<file path="src/rtl/sasa_tile_softmax_pre.sv">
// sasa_tile_softmax_pre: loads diagonal BLK x BLK score tiles, finds each tile max and streams score - max.
// Optional SASA_SAT_EN clamps results below -2^(DATA_W-1) to that value.
module sasa_tile_softmax_pre #(
   parameter int DATA_W    = 8,
   parameter int BLK       = 4,
   parameter int NUM_TILES = 4,
   parameter int ADDR_W    = 4
) (
   input  logic                                            clk,
   input  logic                                            reset,
   input  logic                                            start,
   output logic                                            busy,
   output logic                                            done,
   output logic                                            data_req,
   output logic [ADDR_W-1:0]                               data_addr_x,
   output logic [ADDR_W-1:0]                               data_addr_y,
   input  logic [DATA_W-1:0]                               data_in,
   input  logic                                            data_valid,
   output logic [DATA_W:0]                                 out_data,
   output logic                                            out_valid,
   input  logic                                            out_ready,
   output logic                                            out_last,
   output logic [(NUM_TILES > 1 ? $clog2(NUM_TILES) : 1)-1:0] tile_idx
);
   localparam int N  = BLK * BLK;
   localparam int LB = $clog2(BLK);
   localparam int EW = 2 * LB;
   localparam int TW = NUM_TILES > 1 ? $clog2(NUM_TILES) : 1;

   typedef enum logic [2:0] {IDLE, LOAD, FINDMAX, SUB, DONE} state_t;

   state_t            state, state_n;
   logic [EW-1:0]     elem, elem_n;
   logic [TW-1:0]     tile_n;
   logic [DATA_W-1:0] mx;
   logic [DATA_W-1:0] buffer [N];
   logic [DATA_W:0]   diff;
   logic              last;

   assign last        = elem == EW'(N - 1);
   assign busy        = state != IDLE;
   assign done        = state == DONE;
   assign data_req    = state == LOAD;
   assign out_valid   = state == SUB;
   assign out_last    = out_valid && last;
   assign data_addr_x = ADDR_W'({tile_idx, elem[LB-1:0]});
   assign data_addr_y = ADDR_W'({tile_idx, elem[EW-1:LB]});
   assign diff        = {buffer[elem][DATA_W-1], buffer[elem]} - {mx[DATA_W-1], mx};
`ifdef SASA_SAT_EN
   assign out_data = !out_valid ? '0 :
                     (diff[DATA_W] && !diff[DATA_W-1]) ? {2'b11, {(DATA_W-1){1'b0}}} : diff;
`else
   assign out_data = out_valid ? diff : '0;
`endif

   // Tile buffer: written only on accepted source beats, never reset
   always_ff @(posedge clk) begin
      if (data_req && data_valid) buffer[elem] <= data_in;
   end

   // State, element/tile counters and running signed maximum
   always_ff @(posedge clk or posedge reset) begin
      if (reset) begin
         state    <= IDLE;
         elem     <= '0;
         tile_idx <= '0;
         mx       <= '0;
      end else begin
         state    <= state_n;
         elem     <= elem_n;
         tile_idx <= tile_n;
         if (state == FINDMAX)
            mx <= (elem == '0 || $signed(buffer[elem]) > $signed(mx)) ? buffer[elem] : mx;
      end
   end

   // Next state; counters only move on accepted beats in LOAD and SUB
   always_comb begin
      state_n = state;
      elem_n  = elem;
      tile_n  = tile_idx;
      case (state)
         IDLE: if (start) begin
            state_n = LOAD;
            elem_n  = '0;
            tile_n  = '0;
         end
         LOAD: if (data_valid) begin
            elem_n  = last ? '0 : elem + 1'b1;
            state_n = last ? FINDMAX : LOAD;
         end
         FINDMAX: begin
            elem_n  = last ? '0 : elem + 1'b1;
            state_n = last ? SUB : FINDMAX;
         end
         SUB: if (out_ready) begin
            elem_n = last ? '0 : elem + 1'b1;
            if (last && tile_idx == TW'(NUM_TILES - 1)) state_n = DONE;
            else if (last) begin
               state_n = LOAD;
               tile_n  = tile_idx + 1'b1;
            end
         end
         DONE: begin
            state_n = IDLE;
            tile_n  = '0;
         end
         default: state_n = IDLE;
      endcase
   end
endmodule

</file>
<file path="config.mk">
export PLATFORM = sky130hd
export DESIGN_NAME = sasa_tile_softmax_pre
export DESIGN_NICKNAME = d
export VERILOG_FILES = /design/src/rtl/sasa_tile_softmax_pre.sv
export SDC_FILE = /design/constraint.sdc
export NUM_CORES = 1
export LEC_CHECK = 0
export CORE_AREA = 2 2 130 132
export CTS_CLUSTER_DIAMETER = 40
export CTS_CLUSTER_SIZE = 25
export DETAILED_ROUTE_END_ITERATION = 12
export DIE_AREA = 0 0 132 134
export GPL_ROUTABILITY_DRIVEN = 0
export GPL_TIMING_DRIVEN = 0
export PLACE_DENSITY = 0.62
export SLEW_MARGIN = 10
export SYNTH_ARGS = -nofsm -noshare
export SYNTH_HDL_FRONTEND = slang
export SYNTH_SLANG_ARGS = --single-unit
</file>
<file path="constraint.sdc">
create_clock -name clk -period 7.8 [get_ports clk]
set_input_delay 1.56 -clock clk [delete_from_list [all_inputs] [get_ports clk]]
set_output_delay 1.56 -clock clk [all_outputs]
set_load 0.05 [all_outputs]
</file>
==> flow_metrics.env, run 1 <==
export IMPL_status="finished, final reports clean"
export IMPL_fin_skew_ns=0.00645
export IMPL_end_kind="primary output"
export IMPL_place_detailed_hpwl_mm=8.85
export IMPL_reg2reg_depth=12
export IMPL_dr_first_iter_drc_count=209
export IMPL_antenna_found_initial=0
export IMPL_startpoint_type="flop"
export IMPL_final_util_pct=46.7
export IMPL_layout_drive_gt1_share_pct=17.5
export IMPL_slew_viol_final=0
export IMPL_initial_utilization_pct=39.3
export IMPL_clkLatencyLatePin_ns=0.42
export IMPL_clock_sinks=145
export IMPL_slowest_delay_ns=0.83
export IMPL_hold_violations=0
export IMPL_hold_start="mx[2]"
export IMPL_worstMarginPinSlew_ns=0.939
export IMPL_numCtsBuffers=17
export IMPL_grt_overflow_total=0
export IMPL_cap_viol_max_count=0
export IMPL_cts_root_buf="clkbuf_16"
export IMPL_synthTopCellsByArea="edfxtp_1, mux4_2, dfrtp_1, mux4_1, ha_1"
export IMPL_rsz0062_at_grt="no"
export IMPL_critical_path_arrival_ns=4.66
export IMPL_crit_chain="buf_4 > clkbuf_1 > mux4_2 > a221oi_2 > ha_1 > inv_1 > fa_1 > a21o_1 > a21oi_1 > o21bai_1 > o211ai_1 > clkdlybuf4s50_1"
export IMPL_final_fill_count=1401
export IMPL_die_x_um=132
export IMPL_area_growth_pct=18.9
export IMPL_fin_crit_ns=6.22
export IMPL_finalNonFillerCells=666
export IMPL_cts_setup_buffers=0
export IMPL_place_inst=634
export IMPL_dieArea_um2=17700
export IMPL_grt_usage_pct=15.9
export IMPL_die_h_um=134
export IMPL_cts_tree="yes"
export IMPL_wl_per_cell_um=19.8
export IMPL_first_pass_iters=4
export IMPL_globalRouteMet3Util_pct=4.01
export IMPL_synth_area_um2=6400
export IMPL_finalCritPeriodShare_pct=79.7
export IMPL_ys_flop_type="edfxtp_1"
export IMPL_yosysTopAreaCell="edfxtp_1"
export IMPL_tns_ns=0
export IMPL_ys_warnings_count=0
export IMPL_rr_startpoint="elem[1]"
export IMPL_holdPathEnd="mx[2]"
export IMPL_vias=3486
export IMPL_timing_rr_end="mx[7]"
export IMPL_criticalPathCategory="reg -> out"
export IMPL_io_buffer_count=36
export IMPL_postSynth_asyncResetShare_pct=11.7
export IMPL_htreeDepth=4
export IMPL_path_clk_slew_ns=0.06
export IMPL_setup_viol=0
export IMPL_grt_pass1_wl_mm=20.7
export IMPL_avgSynthCellArea_um2=16.9
export IMPL_cp_max_fo=10
export IMPL_clock_path_buffers=2
export IMPL_wirelength_mm=13.2
export IMPL_ant_nets=0
export IMPL_drc_errors=0
export IMPL_slowest_stage="clkdlybuf4s50_1"
export IMPL_postCtsResizedCells=0
export IMPL_synth_edf_count=128
export IMPL_diodes=0
export IMPL_rrSetupSlack_ns=3.72
export IMPL_yosysUniqueCellTypes=50
export IMPL_syn_nets=405
export IMPL_hold_path_depth=1
export IMPL_ios=37
export IMPL_grt_busiest_layer="met2"
export IMPL_synth_most_common_cell="edfxtp_1"
export IMPL_synth_seq_area_share_pct=66.7
export IMPL_grt_max_degree=18
export IMPL_fmax_ghz=0.161
export IMPL_max_slew_margin_pct=37.1
export IMPL_rows=47
export IMPL_fin_nets=460
export IMPL_ys_ff_latch=145
export IMPL_fin_hold_ws_ns=0.511
export IMPL_coreArea_um2=16300
export IMPL_use_met1_pct=20.6
export IMPL_grt_pass1_vias=3614
export IMPL_synth_top_area_share_pct=60.1
export IMPL_critPathRequiredTime_ns=6.24
export IMPL_synth_cells=378
export IMPL_synthTopCellsByCount="edfxtp_1, nor2_1, inv_1, mux4_2, nand2_1"
export IMPL_hold_buffers=0
export IMPL_hold_class="reg -> reg"
export IMPL_met2_usage_pct=25.7
export IMPL_avgViaCountPerCell=5.23
-- layer usage --
metal  up-vias  routed length (um)
li1       1584                   -
met1      1778                5890
met2       100                6430
met3        24                 576
met4         0                 325
met5         -                   0
-- cells by family after synthesis --
family / count (synthesis) / synth area share [%]
adders and majority gates: 14 / 2.85
and+or+nand+nor: 79 / 6.16
DFF: 145 / 66.7
muxes: 42 / 14.1
buffers and inverters: 42 / 3.73
xor gates and xnor gates: 6 / 0.821
AOI/OAI and AO/OA: 50 / 5.63
-- stage by stage --
| step | worst slack, ns | area, um2 |
|---|---|---|
| after global routing | 1.35 | 7610 |
| final | 1.58 | 7610 |
| after floorplan | 2.33 | 6400 |
| after CTS | 1.54 | 7610 |
| after global placement | 1.95 | 7030 |
| after detailed placement | 1.99 | 7050 |
-- cell type report --
type	instances	area, um2	share of cell area (%)
flip-flops and latches	145	4270	56.1
multi-input cells	191	1910	25.1
clock buffers	19	433	5.69
repair buffers	36	360	4.74
well taps	220	275	3.62
plain buffers	22	164	2.15
clock inverters	13	120	1.58
inverters	20	75.1	0.987
-- flip-flops by register name, summed over array words and instances, names as in the netlist --
name / count
state: 3
mx: 8
tile_idx: 2
buffer: 128
elem: 4
-- worst max-delay path: cells and delay by family, from the launching register on --
| family | cells | cell delay, ns |
|---|---|---|
| buffers and inverters | 4 | 1.65 |
| AO/OA/AOI/OAI | 5 | 1.11 |
| multiplexers | 1 | 0.42 |
| adder cells (fa/ha/maj) | 2 | 0.64 |
| flip-flops | 1 | 0.43 |
-- placed cells by master, fill, tap and decap left out, drive strengths merged, types with 5 or more instances in the layout --
cell	Yosys	final
inv	20	20
nand2	19	19
o21ai	8	8
a21o	5	5
mux2	7	7
dfrtp	17	17
edfxtp	128	128
clkbuf	7	26
nor2	24	24
buf	15	15
ha	13	13
clkinv	0	7
a22oi	14	14
nand2b	6	6
mux4	32	32
nor3	7	7
a21oi	9	9
clkdlybuf4s50	0	36
-- worst max-delay path by stage --
stage	slack, ns	cells past startpoint	end	startpoint
2_1_floorplan	2.33	11	out_data[6]	elem[0]
3_5_place_dp	1.99	12	out_data[6]	elem[1]
3_3_place_gp	1.95	12	out_data[6]	elem[1]
4_1_cts	1.54	12	out_data[6]	elem[1]
5_1_grt	1.35	12	out_data[6]	elem[1]
6_report	1.58	12	out_data[6]	elem[1]
Power of run 1 is left out: the tool's default activity adds up to more than one toggle a clock period on the data nets, which glitch-free logic cannot reach.
==> run 2: changes to the inputs <==
Settings changed: PLACE_DENSITY 0.62 to 0.64.
Clock period 7.8 ns to 5.4 ns, I/O delays scaled along.
==> flow_metrics.env, run 2 (same netlist as run 1, synthesis figures left out) <==
export IMPL_wl_per_cell_um=19.8
export IMPL_largestRegisters="buffer (128), mx (8), elem (4)"
export IMPL_largest_reg_flops=128
export IMPL_coreArea_um2=16300
export IMPL_cts_tree="yes"
export IMPL_ios=37
export IMPL_path_clk_slew_ns=0.06
export IMPL_grt_pass1_wl_mm=20.4
export IMPL_finalCritPeriodShare_pct=96.0
export IMPL_criticalPathCategory="reg -> out"
export IMPL_initial_utilization_pct=39.3
export IMPL_max_slew_margin_pct=39.5
export IMPL_final_cell_mix="edfxtp_1, clkdlybuf4s50_1, nor2_1"
export IMPL_die_x_um=132
export IMPL_setup_viol=0
export IMPL_clock_sinks=145
export IMPL_cp_max_fo=10
export IMPL_htreeDepth=4
export IMPL_grt_busiest_layer="met2"
export IMPL_critPathRequiredTime_ns=4.32
export IMPL_hold_buffers=0
export IMPL_hold_violations=0
export IMPL_hold_path_depth=1
export IMPL_grt_pass1_vias=3639
export IMPL_cts_root_buf="clkbuf_16"
export IMPL_fin_nets=460
export IMPL_drc_errors=0
export IMPL_dr_first_iter_drc_count=328
export IMPL_dieArea_um2=17700
export IMPL_grt_usage_pct=15.8
export IMPL_use_met1_pct=19.4
export IMPL_fin_crit_ns=5.18
export IMPL_wirelength_mm=13.1
export IMPL_status="finished, final reports clean"
export IMPL_globalRouteMet3Util_pct=4.80
export IMPL_reg2reg_depth=11
export IMPL_hold_class="reg -> reg"
export IMPL_regMostFlops="buffer"
export IMPL_rsz0062_at_grt="no"
export IMPL_fin_skew_ns=0.00575
export IMPL_finalNonFillerCells=663
export IMPL_startpoint_type="flop"
export IMPL_slew_viol_final=0
export IMPL_avgViaCountPerCell=5.24
export IMPL_numCtsBuffers=17
export IMPL_place_inst=634
export IMPL_antenna_found_initial=0
export IMPL_end_kind="primary output"
export IMPL_place_detailed_hpwl_mm=8.83
export IMPL_grt_overflow_total=0
export IMPL_layout_commonest_cell="edfxtp_1"
export IMPL_cts_setup_buffers=0
export IMPL_first_pass_iters=4
export IMPL_ant_nets=0
export IMPL_critical_path_arrival_ns=4.10
export IMPL_clkLatencyLatePin_ns=0.41
export IMPL_cap_viol_max_count=0
export IMPL_io_buffer_count=36
export IMPL_rows=47
export IMPL_clock_path_buffers=2
export IMPL_diodes=0
export IMPL_fin_hold_ws_ns=0.513
export IMPL_grt_max_degree=18
export IMPL_fmax_ghz=0.193
export IMPL_met2_usage_pct=25.9
export IMPL_layout_drive_gt1_share_pct=19.2
export IMPL_die_h_um=134
export IMPL_worstMarginPinSlew_ns=0.904
export IMPL_area_growth_pct=18.5
export IMPL_tns_ns=0
export IMPL_vias=3475
## run 2: cell types whose count changed in the layout (fill, tap and decap cells not counted), sizes merged
cell | previous run | this run
clkdlybuf4s50 | 36 | 30
dlymetal6s2s | 0 | 1
bufinv | 2 | 1
dlygate4sd2 | 0 | 2
buf | 15 | 16
clkbuf | 26 | 24
clkdlybuf4s15 | 0 | 2
## run 2: critical path: stages, from the launching register on
cell and delay, ns:
dfrtp_1 0.44, buf_6 0.21, buf_4 0.24, mux4_2 0.53, a221oi_2 0.37, ha_1 0.22
inv_1 0.05, fa_1 0.42, a21o_1 0.18, a21oi_1 0.28, xnor2_1 0.10, nor2_1 0.10
clkdlybuf4s15_1 0.52
## run 2: worst paths after layout
check,startpoint,to,slack [ns]
hold / removal,mx[4],mx[4],0.51
max in group asynchronous,reset,mx[6],3.87
min in group asynchronous,reset,tile_idx[1],1.08
hold reg to reg,mx[4],mx[4],0.51
setup / recovery,elem[0],out_data[4],0.22
setup reg to reg,elem[0],mx[6],1.58
## run 2: layer usage
| layer | part of all wire, % | wire (um) |
|---|---|---|
| met1 | 44 | 5710 |
| met2 | 48 | 6310 |
| met3 | 5.8 | 755 |
| met4 | 2.6 | 347 |
| met5 | 0 | 0 |
## run 2: stage by stage
stage                     area [um2]  util (%)  setup WS [ns]
final                           7580      46.5          0.217
after global routing            7580      46.5        0.00380
after CTS                       7580      46.5          0.111
after detailed placement        7050      43.3        -0.0185
after global placement          7030      43.2         0.0439
after floorplan                 6400         -          0.409
## run 2: layout make-up
cell class                      instances  area, um2
Timing Repair Buffer                   36        357
Inverter                               20       75.1
Buffer                                 22        170
Tap cell                              220        275
Fill cell                            1393       8710
Sequential cell                       145       4270
Clock buffer                           17        425
Clock inverter                         12       97.6
Multi-Input combinational cell        191       1910
## run 2: repair_timing
action | in CTS | in global routing
pin swaps | 0 | 0
setup endpoints to repair | 6 | 3
resized for setup | 13 | 4
Power of run 2 is left out for the same reason.
==> run 3: changes to the inputs <==
Settings changed: CORE_AREA 2 2 130 132 to 2 2 139 141, DIE_AREA 0 0 132 134 to 0 0 141 143, PLACE_DENSITY 0.64 to 0.58.
==> flow_metrics.env, run 3 (same netlist as run 1, synthesis figures left out) <==
export IMPL_wirelength_mm=13.0
export IMPL_diodes=0
export IMPL_area_growth_pct=19.6
export IMPL_final_cell_mix="edfxtp_1, clkdlybuf4s50_1, nor2_1"
export IMPL_place_inst=648
export IMPL_critical_path_arrival_ns=4.07
export IMPL_avgViaCountPerCell=5.11
export IMPL_vias=3473
export IMPL_ant_nets=0
export IMPL_globalRouteMet3Util_pct=3.19
export IMPL_fmax_ghz=0.194
export IMPL_regMostFlops="buffer"
export IMPL_path_clk_slew_ns=0.06
export IMPL_final_util_pct=41.2
export IMPL_cts_tree="yes"
export IMPL_met2_usage_pct=22.9
export IMPL_layout_drive_gt1_share_pct=20.0
export IMPL_cts_root_buf="clkbuf_16"
export IMPL_largestRegisters="buffer (128), mx (8), elem (4)"
export IMPL_grt_max_degree=18
export IMPL_dpl_cell_area_um2=7070
export IMPL_antenna_found_initial=0
export IMPL_end_kind="primary output"
export IMPL_clock_path_buffers=2
export IMPL_grt_pass1_vias=3520
export IMPL_rsz0062_at_grt="no"
export IMPL_hold_violations=0
export IMPL_worstMarginPinSlew_ns=0.977
export IMPL_wl_per_cell_um=19.1
export IMPL_layout_commonest_cell="edfxtp_1"
export IMPL_htreeDepth=4
export IMPL_rows=50
export IMPL_dieArea_um2=20200
export IMPL_initial_utilization_pct=34.4
export IMPL_place_detailed_hpwl_mm=8.91
export IMPL_startpoint_type="flop"
export IMPL_clock_sinks=145
export IMPL_hold_buffers=0
export IMPL_status="finished, final reports clean"
export IMPL_setup_viol=0
export IMPL_fin_crit_ns=5.15
export IMPL_fin_nets=460
export IMPL_clkLatencyLatePin_ns=0.42
export IMPL_drc_errors=0
export IMPL_grt_pass1_wl_mm=20.2
export IMPL_tns_ns=0
export IMPL_slew_viol_final=0
export IMPL_grt_busiest_layer="met2"
export IMPL_max_slew_margin_pct=34.6
export IMPL_cp_max_fo=10
export IMPL_criticalPathCategory="reg -> out"
export IMPL_fin_skew_ns=0.0133
export IMPL_coreArea_um2=18600
export IMPL_dr_first_iter_drc_count=315
export IMPL_hold_class="reg -> reg"
export IMPL_die_h_um=143
export IMPL_numCtsBuffers=17
export IMPL_cts_setup_buffers=0
export IMPL_grt_overflow_total=0
export IMPL_postCtsResizedCells=8
export IMPL_first_pass_iters=4
export IMPL_cap_viol_max_count=0
export IMPL_use_met1_pct=17.5
export IMPL_grt_usage_pct=13.9
export IMPL_io_buffer_count=36
export IMPL_largest_reg_flops=128
export IMPL_finalNonFillerCells=680
export IMPL_ios=37
export IMPL_critPathRequiredTime_ns=4.32
export IMPL_fin_area_um2=7650
export IMPL_die_x_um=141
export IMPL_finalCritPeriodShare_pct=95.3
==> run 3: per-stage QoR <==
stage	setup slack, ns	hold WS (ns)
finish	0.251	0.510
global route	0.00908	0.529
CTS	0.00254	0.514
detailed placement	0.0948	0.496
global placement	0.126	0.496
floorplan	0.409	0.482
==> run 3: worst max-delay path: stages, from the launching register on <==
cell and delay, ns:
dfrtp_1 0.44, buf_6 0.21, buf_12 0.16, mux4_1 0.58, a22oi_1 0.29, nand2_1 0.21, ha_1 0.33, buf_2 0.17
nand4_1 0.11, a21oi_1 0.13, and3b_1 0.25, xor2_1 0.16, nor2_1 0.08, dlygate4sd2_1 0.54
==> run 3: worst paths after layout <==
path	slack (ns)	start	to	cells past startpoint
min in group asynchronous	1.06	reset	mx[1]	2
max	0.25	elem[0]	out_data[7]	13
max reg2reg	1.52	elem[0]	mx[4]	12
min reg2reg	0.51	mx[1]	mx[1]	1
min	0.51	mx[1]	mx[1]	1
max in group asynchronous	3.90	reset	elem[1]	2
==> run 3: layer usage <==
metal | vias to the layer above | wire length (um)
met4 | 0 | 227
met2 | 105 | 6360
li1 | 1586 | -
met5 | - | 0
met1 | 1764 | 5720
met3 | 18 | 690
==> run 3: layout make-up <==
cell class              count  area, um2
fillers                  1631      10900
repair buffers             36        353
multi-input cells         191       1910
clock inverters            14        153
inverters                  20       75.1
flip-flops and latches    145       4270
plain buffers              22        170
well taps                 234        293
clock buffers              18        429
Power of run 3 is left out for the same reason.
==> patch (config.mk and constraints of run 3) <==
The parameter `ADDR_W` goes from 4 to 3.
--- a/src/rtl/sasa_tile_softmax_pre.sv
+++ b/src/rtl/sasa_tile_softmax_pre.sv
@@ -5,5 +5,5 @@
    parameter int BLK       = 4,
    parameter int NUM_TILES = 4,
-   parameter int ADDR_W    = 4
+   parameter int ADDR_W    = 3
 ) (
    input  logic                                            clk,
Ports: changed (resized data_addr_x and data_addr_y); port bits go from 37 to 35. The function was not compared with the original's and may differ.
==> patch against run 3 <==
Clock skew shrank 0.0059 ns. Register-to-register slack gained 0.02 ns. Maximum frequency is essentially flat. Cell area shrank 0.20%. Non-clock buffer count shrank 4. Sequential cell count is the same. Die area is the same. Wire length grew 3.1%. Synthesized area shrank 0.23%. Sequential share of layout area grew 0.11 points. Setup slack gained 0.0040 ns.
==> patch: results (changes against run 3) <==
** Setup path
- In this run the critical register-to-register path is captured at mx[3].
- Worst R2R Setup Slack :: 1.54 ns (+0.02 ns)
- On the critical path, the stage with the largest delay is an instance of clkdlybuf4s50_1.
- Data arrival at the endpoint of the critical path :: 4.06 ns (about the same)
- Maximum single-stage delay on the critical path :: 0.82 ns (+0.24 ns)
- The most critical setup path has its endpoint at out_data[2].

** Routing
- Met3 routed WL :: 756 um (+9.6%)
- Number of DRC markers in iteration 0 :: 284 (-9.8%)
- Routed len/inst :: 19.81 um (+3.7%)
- Top routing layer used :: met4
- The met2 routed wirelength is 6.578 mm (+3.5%).
- The via-per-instance ratio was 5.067 (-0.80%).
- The met1 wire length is 5.918 mm (+3.4%).
- The first-pass iteration count of the detailed router is 5 (+1).

** Run status
- Outcome :: complete, no violations

** Layout
- The final net count was 456 (-0.87%).
- Cell Count, Final, Fillers Out :: 676 (-0.59%)
- Number of antenna repair diodes :: 0 (unchanged)
- Fillcell total :: 1638 (+0.43%)
- The layout cell share with drive strength beyond 1 is 19.68% (-0.27 points).

** Placement
- Cell count after placement :: 644 (-0.62%)
- The half-perimeter wire length after detailed placement is 8.818 mm (-1.0%).
- Port bufs :: 34 (-5.6%)
- Post-placement setup slack :: 0.01988 ns (-0.07496 ns)

** Synth
- Net count after synthesis :: 403 (-0.49%)
- The number of cells produced by synthesis was 376 (-0.53%).
- The number of flops mapped to enable cells by yosys came to 128 (unchanged).
- The sequential cell area fraction in the yosys report came to 66.88% (+0.16 points).
- The number of different library cells in the post-synthesis netlist came to 50 (unchanged).
- Ranked by total cell area, the synthesized netlist is headed by edfxtp_1 60%, mux4_2 7.1%, dfrtp_1 6.7%.

** Global route
- The via count of the first global-routing pass was 3417 (-2.9%).
- Largest net degree at the start of global routing :: 18 (unchanged)
- The total global-route track usage is 14.06% (+0.20 points).
- Wire length of the first global-routing pass :: 20.39 mm (+1.1%)

** STA
- Final period demand of the worst path :: 5.145 ns (-0.003964 ns)
- Transition at the pin with the smallest max-transition slack :: 0.9473 ns (-0.03017 ns)
- Clock Skews :: 0.007363 ns (-0.005946 ns)
- Fin Setup TNS :: 0 ns (unchanged)

** Clock tree
- Number of setup buffers added after CTS :: 0 (unchanged)
- The count of instances resized after the clock tree is built came to 11 (+3).

** Worst hold path
- In this run the worst hold path is classified as reg2reg.
## patch: changes by cell type after synthesis
cell / before / now
buf_4: 5 / 3
## patch: report_power, final
part | internal, W | switching, W | leakage [nW]
Sequential | 0.00134 | 0.0000643 | 1.36
Combinational | 0.000913 | 0.00150 | 1.05
Clock | 0.000734 | 0.000472 | 0.294
## patch: worst register-to-register path, stage by stage (launching register included)
cell and delay [ns]:
dfrtp_1 0.45, buf_6 0.21, buf_6 0.22, mux4_2 0.55, a22oi_1 0.24, nand2_1 0.17
ha_1 0.31, buf_2 0.17, nand4_1 0.14, o21ai_1 0.11, a2111oi_2 0.39, a21boi_4 0.45
mux2_4 0.34
## patch: area by class of cell
cell class / count / area, sq um / area share [%]
plain buffers: 20 / 155.1 / 2.031
clock buffers: 18 / 429.2 / 5.619
clock inverters: 14 / 178.9 / 2.343
inverters: 20 / 75.07 / 0.9830
multi-input cells: 191 / 1911 / 25.02
flip-flops and latches: 145 / 4269 / 55.90
well taps: 234 / 292.8 / 3.834
repair buffers: 34 / 326.6 / 4.276
## patch: metal layers
| layer | up-vias | global-route usage (%) |
|---|---|---|
| li1 | 1580 | - |
| met1 | 1716 | 17.86 |
| met2 | 119 | 23.31 |
| met3 | 10 | 3.957 |
| met4 | 0 | 4.895 |
| met5 | - | 0 |
## patch: cells by family after synthesis
group / count (synthesis) / share of synthesized area (%)
DFF: 145 / 66.88
and+or+nand+nor: 79 / 6.174
adders and majority gates: 14 / 2.862
xor gates and xnor gates: 6 / 0.8232
buffers and inverters: 40 / 3.508
muxes: 42 / 14.11
AOI/OAI and AO/OA: 50 / 5.645
## patch: per-stage QoR
stage                     power, W  instance area [sq um]
after floorplan           0.003206                   6384
after global placement    0.003865                   7017
after detailed placement  0.003891                   7037
after CTS                 0.005077                   7649
after global routing      0.005277                   7637
final                     0.005019                   7637
## patch: worst min path at each step
stage / start / slack, ns / endpoint
final: mx[3] / 0.51 / mx[3]
after global routing: mx[6] / 0.53 / mx[6]
after CTS: mx[3] / 0.51 / mx[3]
after detailed placement: mx[5] / 0.49 / mx[5]
after global placement: mx[7] / 0.50 / mx[7]
after floorplan: mx[1] / 0.48 / mx[1]
